<file path="src/rtl/boot_loader_if.sv">
// Bus bundle between the boot loader and its ROM, RAM and CPU-control
// neighbours.
//   master : the boot loader. It drives the ROM/RAM addresses, the RAM write
//            port, CPU hold and status. It receives start, rom_data and ram_rdata.
//   slave  : the system side. It drives start, rom_data and ram_rdata, and
//            receives everything else.
interface boot_loader_if #(
  parameter int unsigned ADDR_W = 8,
  parameter int unsigned WORD_W = 8
);
  logic              start;
  logic [ADDR_W-1:0] rom_addr;
  logic [WORD_W-1:0] rom_data;
  logic [ADDR_W-1:0] ram_addr;
  logic [WORD_W-1:0] ram_wdata;
  logic              ram_wr_en;
  logic [WORD_W-1:0] ram_rdata;
  logic              cpu_hold;
  logic              boot_done;
  logic              boot_err;
  logic [ADDR_W:0]   words_done;

  modport master (
    input  start, rom_data, ram_rdata,
    output rom_addr, ram_addr, ram_wdata, ram_wr_en,
           cpu_hold, boot_done, boot_err, words_done
  );

  modport slave (
    output start, rom_data, ram_rdata,
    input  rom_addr, ram_addr, ram_wdata, ram_wr_en,
           cpu_hold, boot_done, boot_err, words_done
  );
endinterface

</file>
<file path="src/rtl/boot_loader.sv">
// Boot loader. After reset it copies PROG_LEN words of program image from ROM
// (starting at SRC_BASE) into RAM (starting at DST_BASE). It can then run an
// optional read-back verify pass before it releases the CPU.
//   clk, rst : system clock (rising edge); asynchronous active-high reset
//   bus      : boot_loader_if.master
//     start               re-boot request, honoured only in DONE/ERROR
//     rom_addr/rom_data   ROM read port (data combinational from address)
//     ram_addr/ram_wdata/ram_wr_en/ram_rdata   RAM port, owned while cpu_hold=1
//     cpu_hold            registered; 1 keeps the CPU stalled and off the bus
//     boot_done           registered; image loaded (and verified)
//     boot_err            registered; verify mismatch, sticky until start/rst
//     words_done          words processed in the current pass
module boot_loader #(
  parameter int unsigned ADDR_W   = 8,
  parameter int unsigned WORD_W   = 8,
  parameter int unsigned PROG_LEN = 16,
  parameter int unsigned SRC_BASE = 0,
  parameter int unsigned DST_BASE = 0,
  parameter bit          VERIFY   = 1'b1
) (
  input logic           clk,
  input logic           rst,
  boot_loader_if.master bus
);

  localparam int unsigned       CNT_W    = ADDR_W + 1;
  localparam logic [CNT_W-1:0]  LEN_C    = CNT_W'(PROG_LEN);
  localparam logic [CNT_W-1:0]  LAST_IDX = (PROG_LEN == 0) ? '0 : CNT_W'(PROG_LEN - 1);
  localparam logic [ADDR_W-1:0] SRC_A    = ADDR_W'(SRC_BASE);
  localparam logic [ADDR_W-1:0] DST_A    = ADDR_W'(DST_BASE);

  typedef enum logic [2:0] {
    S_IDLE,
    S_COPY,
    S_VERIFY,
    S_DONE,
    S_ERROR
  } state_t;

  state_t           state;
  logic [CNT_W-1:0] idx;
  logic             cpu_hold_q;
  logic             boot_done_q;
  logic             boot_err_q;

  logic              active_c;
  logic [ADDR_W-1:0] off_c;

  // Sequencer. idx doubles as the words_done count. On a clean finish it is
  // parked at PROG_LEN, and after a mismatch it holds the failing word index.
  always_ff @(posedge clk or posedge rst) begin
    if (rst) begin
      state       <= S_IDLE;
      idx         <= '0;
      cpu_hold_q  <= 1'b1;
      boot_done_q <= 1'b0;
      boot_err_q  <= 1'b0;
    end else begin
      unique case (state)
        S_IDLE: begin
          idx <= '0;
          if (PROG_LEN == 0) begin
            state       <= S_DONE;
            cpu_hold_q  <= 1'b0;
            boot_done_q <= 1'b1;
          end else begin
            state <= S_COPY;
          end
        end

        S_COPY: begin
          if (idx == LAST_IDX) begin
            if (VERIFY) begin
              state <= S_VERIFY;
              idx   <= '0;
            end else begin
              state       <= S_DONE;
              idx         <= LEN_C;
              cpu_hold_q  <= 1'b0;
              boot_done_q <= 1'b1;
            end
          end else begin
            idx <= idx + CNT_W'(1);
          end
        end

        S_VERIFY: begin
          if (bus.ram_rdata != bus.rom_data) begin
            state      <= S_ERROR;
            boot_err_q <= 1'b1;
          end else if (idx == LAST_IDX) begin
            state       <= S_DONE;
            idx         <= LEN_C;
            cpu_hold_q  <= 1'b0;
            boot_done_q <= 1'b1;
          end else begin
            idx <= idx + CNT_W'(1);
          end
        end

        S_DONE: begin
          if (bus.start) begin
            state       <= S_COPY;
            idx         <= '0;
            cpu_hold_q  <= 1'b1;
            boot_done_q <= 1'b0;
          end
        end

        S_ERROR: begin
          if (bus.start) begin
            state      <= S_COPY;
            idx        <= '0;
            boot_err_q <= 1'b0;
          end
        end

        default: begin
          state       <= S_IDLE;
          idx         <= '0;
          cpu_hold_q  <= 1'b1;
          boot_done_q <= 1'b0;
          boot_err_q  <= 1'b0;
        end
      endcase
    end
  end

  // Address decode. Base+offset wraps modulo 2**ADDR_W by truncation.
  assign active_c = (state == S_COPY) || (state == S_VERIFY);
  assign off_c    = idx[ADDR_W-1:0];

  assign bus.rom_addr   = active_c ? (SRC_A + off_c) : '0;
  assign bus.ram_addr   = active_c ? (DST_A + off_c) : '0;
  assign bus.ram_wdata  = bus.rom_data;
  assign bus.ram_wr_en  = (state == S_COPY);

  assign bus.cpu_hold   = cpu_hold_q;
  assign bus.boot_done  = boot_done_q;
  assign bus.boot_err   = boot_err_q;
  assign bus.words_done = idx;

endmodule

</file>
<file path="src/flat_wrapper.sv">
// flat-port wrapper written by rule: the top's interface ports become plain ports
module boot_loader_flat 
#(
  parameter int unsigned ADDR_W   = 8,
  parameter int unsigned WORD_W   = 8,
  parameter int unsigned PROG_LEN = 16,
  parameter int unsigned SRC_BASE = 0,
  parameter int unsigned DST_BASE = 0,
  parameter bit          VERIFY   = 1'b1
)
  (clk, rst, bus_start, bus_rom_data, bus_ram_rdata, bus_rom_addr, bus_ram_addr, bus_ram_wdata, bus_ram_wr_en, bus_cpu_hold, bus_boot_done, bus_boot_err, bus_words_done);
  boot_loader_if #(.ADDR_W(ADDR_W), .WORD_W(WORD_W)) bus_i ();
  input logic clk;
  input logic rst;
  input wire logic [$bits(bus_i.start)-1:0] bus_start;
  input wire logic [$bits(bus_i.rom_data)-1:0] bus_rom_data;
  input wire logic [$bits(bus_i.ram_rdata)-1:0] bus_ram_rdata;
  output wire logic [$bits(bus_i.rom_addr)-1:0] bus_rom_addr;
  output wire logic [$bits(bus_i.ram_addr)-1:0] bus_ram_addr;
  output wire logic [$bits(bus_i.ram_wdata)-1:0] bus_ram_wdata;
  output wire logic [$bits(bus_i.ram_wr_en)-1:0] bus_ram_wr_en;
  output wire logic [$bits(bus_i.cpu_hold)-1:0] bus_cpu_hold;
  output wire logic [$bits(bus_i.boot_done)-1:0] bus_boot_done;
  output wire logic [$bits(bus_i.boot_err)-1:0] bus_boot_err;
  output wire logic [$bits(bus_i.words_done)-1:0] bus_words_done;
  assign bus_i.start = bus_start;
  assign bus_i.rom_data = bus_rom_data;
  assign bus_i.ram_rdata = bus_ram_rdata;
  assign bus_rom_addr = bus_i.rom_addr;
  assign bus_ram_addr = bus_i.ram_addr;
  assign bus_ram_wdata = bus_i.ram_wdata;
  assign bus_ram_wr_en = bus_i.ram_wr_en;
  assign bus_cpu_hold = bus_i.cpu_hold;
  assign bus_boot_done = bus_i.boot_done;
  assign bus_boot_err = bus_i.boot_err;
  assign bus_words_done = bus_i.words_done;
  boot_loader #(.ADDR_W(ADDR_W), .WORD_W(WORD_W), .PROG_LEN(PROG_LEN), .SRC_BASE(SRC_BASE), .DST_BASE(DST_BASE), .VERIFY(VERIFY)) u_core (.clk(clk), .rst(rst), .bus(bus_i));
endmodule
</file>
<file path="config.mk">
export PLATFORM = sky130hd
export DESIGN_NAME = boot_loader_flat
export DESIGN_NICKNAME = d
export VERILOG_FILES = /design/src/rtl/boot_loader_if.sv /design/src/rtl/boot_loader.sv /design/src/flat_wrapper.sv
export SDC_FILE = /design/constraint.sdc
export NUM_CORES = 1
export LEC_CHECK = 0
export BUFFER_PORTS_ARGS = -buffer_cell sky130_fd_sc_hd__buf_2
export CORE_AREA = 2 2 52 54
export DETAILED_ROUTE_END_ITERATION = 6
export DIE_AREA = 0 0 54 56
export HOLD_SLACK_MARGIN = 0.15
export PLACE_DENSITY = 0.81
export SLEW_MARGIN = 20
export SYNTH_ARGS = -nofsm -noshare
export SYNTH_HDL_FRONTEND = slang
export SYNTH_SLANG_ARGS = --single-unit
</file>
<file path="constraint.sdc">
create_clock -name clk -period 5.2 [get_ports clk]
set_clock_uncertainty 0.2 [all_clocks]
set_input_delay 0.26 -clock clk [delete_from_list [all_inputs] [get_ports clk]]
set_output_delay 0.26 -clock clk [all_outputs]
set_load 0.02 [all_outputs]
</file>
==> impl_table.tex <==
\begin{tabular}{lr}
\hline
Metric & Value \\
\hline
\multicolumn{2}{l}{\textbf{Clocking}} \\
\quad Clock slew at the register clock pins of the worst setup and hold paths & 0.09 ns \\
\quad Clock sink count & 15 \\
\quad Buffer depth of the longest clock path & 2 \\
\quad Number of setup buffers added after CTS & 0 \\
\quad TritonCTS clock tree & yes \\
\quad Root buffer selected by CTS & clkbuf\_4 \\
\quad Clock H-tree levels & 1 \\
\quad Resized cells post-CTS & 0 \\
\quad Number of buffers inserted during clock tree synthesis & 3 \\
\quad Insertion delay of the later-clocked pin in the worst-skew pair & 0.28 ns \\
\multicolumn{2}{l}{\textbf{Critical path}} \\
\quad CP startpoint kind & register \\
\quad Crit-path leading delay family & simple AND/OR/NAND/NOR gates \\
\quad Kind of end point of the critical path & output port \\
\quad WS Path Type & reg2out \\
\quad Required time of the worst setup path & 4.74 ns \\
\quad Critical Path Fanout Max & 11 \\
\quad Cell with the largest stage delay on the worst path & dfrtp\_1 \\
\quad Worst stage delay on the critical path & 0.48 ns \\
\quad Data arrival time at the worst-slack endpoint & slightly below 2 ns \\
\quad Ordered cell list for the critical path & nor3b\_1, nor2\_1, nor2b\_1, buf\_2 \\
\quad Buffers plus inverters on the worst setup path & 1 \\
\multicolumn{2}{l}{\textbf{Floorplanning}} \\
\quad Number of I/O pins & 56 \\
\quad Overall die height & 56 um \\
\quad Die outline area & 3020 sq um \\
\quad Rows & 18 \\
\quad Die width & 54 um \\
\quad Effective utilization at floorplan & 49.1\% \\
\quad Core Region & 2430 sq um \\
\multicolumn{2}{l}{\textbf{Placement}} \\
\quad Post-DP HPWL & 2000 um \\
\quad Number of buffer cells added on primary ports & 55 \\
\quad Area post-placement & 1360 sq um \\
\quad Cells after DPL & slightly below 200 \\
\quad Routability-driven placement congestion ratio & approximately 0.81 \\
\quad Worst-case setup slack after placement & 2.88 ns \\
\multicolumn{2}{l}{\textbf{Min path}} \\
\quad Hold crit path type & reg2reg \\
\multicolumn{2}{l}{\textbf{Cells and area}} \\
\quad Final std cell area, no fill & about 1400 sq um \\
\quad Share of post-route cells with drive strength above 1 & 41.3\% \\
\quad Fin nets & 193 \\
\quad Area growth from synthesis to final layout & 17.6\% \\
\quad Final-layout fill cell count & 240 \\
\quad N\_diodes & 0 \\
\quad Final cell count without fillers & approximately 200 \\
\multicolumn{2}{l}{\textbf{Timing}} \\
\quad Crit path setup slack, layout & 2.81 ns \\
\quad Clock period minus worst slack & 2.39 ns \\
\quad Number of max-slew violations in the final report & 0 \\
\quad Number of hold-slack violations in the final timing report & 0 \\
\quad RSZ-0062 raised after global routing & no \\
\quad Total of endpoints with negative setup slack in the final report & 0 \\
\quad Maximum operating frequency & 419 MHz \\
\quad Final clock period utilization by the worst path & 45.9\% \\
\quad Max-Slew Margin vs Limit & 52.4\% \\
\quad Worst slew pin tran & approximately 0.71 ns \\
\quad Final total negative setup slack & 0 ns \\
\multicolumn{2}{l}{\textbf{Yosys}} \\
\quad Number of nets in the synthesized netlist & 152 \\
\quad Mean instance size in the synthesized netlist & around 9 sq um \\
\quad Area share of the leading cell type in the synthesized netlist & between 20\% and 30\% \\
\quad Post-Syn Instances & 132 \\
\quad Top cell types by occurrence after synthesis & buf\_4, dfrtp\_1, a21oi\_1, nor2b\_1, xor2\_1 \\
\quad Most common cell in the synthesized netlist & buf\_4 \\
\quad Post-synthesis cell type count & 38 \\
\quad Sequential share of the synthesized area & 31.6\% \\
\quad Prevailing post-synth register cell & dfrtp\_1 \\
\quad Synthesized cell area & 1190 sq um \\
\quad Cells taking the most area after synthesis & dfrtp\_1, buf\_4, xor2\_1 \\
\quad Cell type contributing the most total cell area after synthesis & dfrtp\_1 \\
\quad Count of flip-flops with a built-in enable after synthesis & 0 \\
\quad Register bit count reported by yosys & 15 \\
\quad Warnings from Yosys & 0 \\
\quad Share of async-settable or async-resettable flops after synthesis & 100\% \\
\multicolumn{2}{l}{\textbf{Drt}} \\
\quad Routed wire length & $\sim$2600 um \\
\quad Final antenna-violating net count & 0 \\
\quad Post-detailed-route DRC marker count & 0 \\
\quad First-iteration detailed-routing DRC count & 22 \\
\quad Average wire length per cell after detail routing & 12.8 um \\
\quad 1st-pass router iterations & 4 \\
\quad Vias after detailed routing & 1127 \\
\quad Routed via count divided by cell count & 5.58 \\
\multicolumn{2}{l}{\textbf{Run}} \\
\quad Max capacitance violation total & 0 \\
\multicolumn{2}{l}{\textbf{Power}} \\
\quad Peak VDD IR & 257 uV \\
\quad Final Total Pwr & $\sim$0.00065 W \\
\quad Leakage power of the design & 0.691 nW \\
\quad Total power divided by cell area & $\sim$460 nW/um\^{}2 \\
\multicolumn{2}{l}{\textbf{Global routing}} \\
\quad Global-route wire length before repair & about 4300 um \\
\quad GRT Max-Usage Layer & met2 \\
\quad Number of antenna violations at the first check in global routing & 0 \\
\quad Largest net degree at the start of global routing & 19 \\
\quad Routing usage on met3 & 1.61\% \\
\quad Met2 layer usage reported by global route & 33.8\% \\
\quad Met1 Use GR & 21.8\% \\
\quad Via count of the first global-routing pass & 1011 \\
\quad Total Routing Usage GR & 18.8\% \\
\quad Total overflow reported by the global router & 0 \\
\multicolumn{2}{l}{\textbf{Status}} \\
\quad Run status & finished, final reports clean \\
\hline
\end{tabular}
worst reg2reg max path, stage by stage (launching register included):
cell and delay (ns):
dfrtp_1 0.47, nand2b_1 0.24, or2_2 0.33, a21oi_2 0.51, nor2_1 0.17, mux2_2 0.31
area by class of cell:
class	instances	area, sq um	area share, %
inverter	3	11.3	0.802
clock buffer	4	26.3	1.87
tap	30	37.5	2.67
timing repair buffer	57	295	21.0
multi-input combinational	93	657	46.8
sequential	15	377	26.8
state kept, by name (all words and copies together), names as in the netlist:
signal / flops
u_core.state: 3
u_core.bus.cpu_hold: 1
u_core.bus.boot_err: 1
u_core.bus.words_done: 9
u_core.bus.boot_done: 1
layer usage:
layer / vias up / routed length, um
met5: - / 0
met3: 5 / 196
met4: 0 / 47
li1: 544 / -
met1: 530 / 970
met2: 48 / 1370
power by group:
group / internal [W] / switching (W)
Clock: 0.0000298 / 0.0000376
Combinational: 0.000145 / 0.000244
Sequential: 0.000153 / 0.0000431
Total: 0.000328 / 0.000324
through the flow:
step | utilization (%) | hold WS, ns
floorplan | - | -0.0392
global placement | 55.8 | 0.140
detailed placement | 55.8 | 0.145
CTS | 57.7 | 0.285
global route | 57.7 | 0.297
finish | 57.7 | 0.280
cells in the final DEF, fill, tap and decap left out, types with 2 or more instances in the layout:
master,Yosys,routed
nor2b_1,8,8
nor3_1,3,3
clkbuf_4,0,3
dlygate4sd3_1,0,2
and3_1,3,3
a21oi_1,9,9
nor4_4,2,2
dfrtp_1,14,14
nand2_1,5,5
a21o_1,3,3
o31ai_1,5,5
nor3b_1,3,3
xor2_1,8,8
nor2_1,4,4
or4_1,4,4
nand3_1,6,6
nand3b_1,2,2
o21ai_0,6,6
mux2_2,2,2
or3_1,3,3
inv_1,3,3
buf_2,2,55
a21oi_2,3,3
logic make-up (layout without fill, tap and decap cells):
kind of cell	count (synthesis)	count (layout)	share of synthesized area (%)
AOI/OAI and AO/OA	32	32	17.7
xor gates and xnor gates	8	8	5.87
DFF	15	15	31.6
adders and majority gates	1	1	1.05
buffers and inverters	24	64	13.4
and+or+nand+nor	50	50	28.5
muxes	2	2	1.89
final timing paths:
kind / from / end / slack [ns] / cells after the start
setup / recovery: u_core.state[0] / bus_rom_addr[0] / 2.81 / 4
setup reg to reg: u_core.state[0] / u_core.bus.words_done[0] / 2.86 / 5
hold / removal: u_core.bus.boot_err / u_core.bus.boot_err / 0.28 / 1
max in group asynchronous: rst / u_core.bus.cpu_hold / 4.06 / 3
min in group asynchronous: rst / u_core.state[2] / 0.36 / 3
hold reg to reg: u_core.bus.boot_err / u_core.bus.boot_err / 0.28 / 1
what timing repair did:
item | 4_1_cts | 5_1_grt
endpoints found under the hold margin | 16 | 0
setup endpoints to repair | 0 | 0
hold buffers | 2 | 0
(Power assumes the default switching activity.)
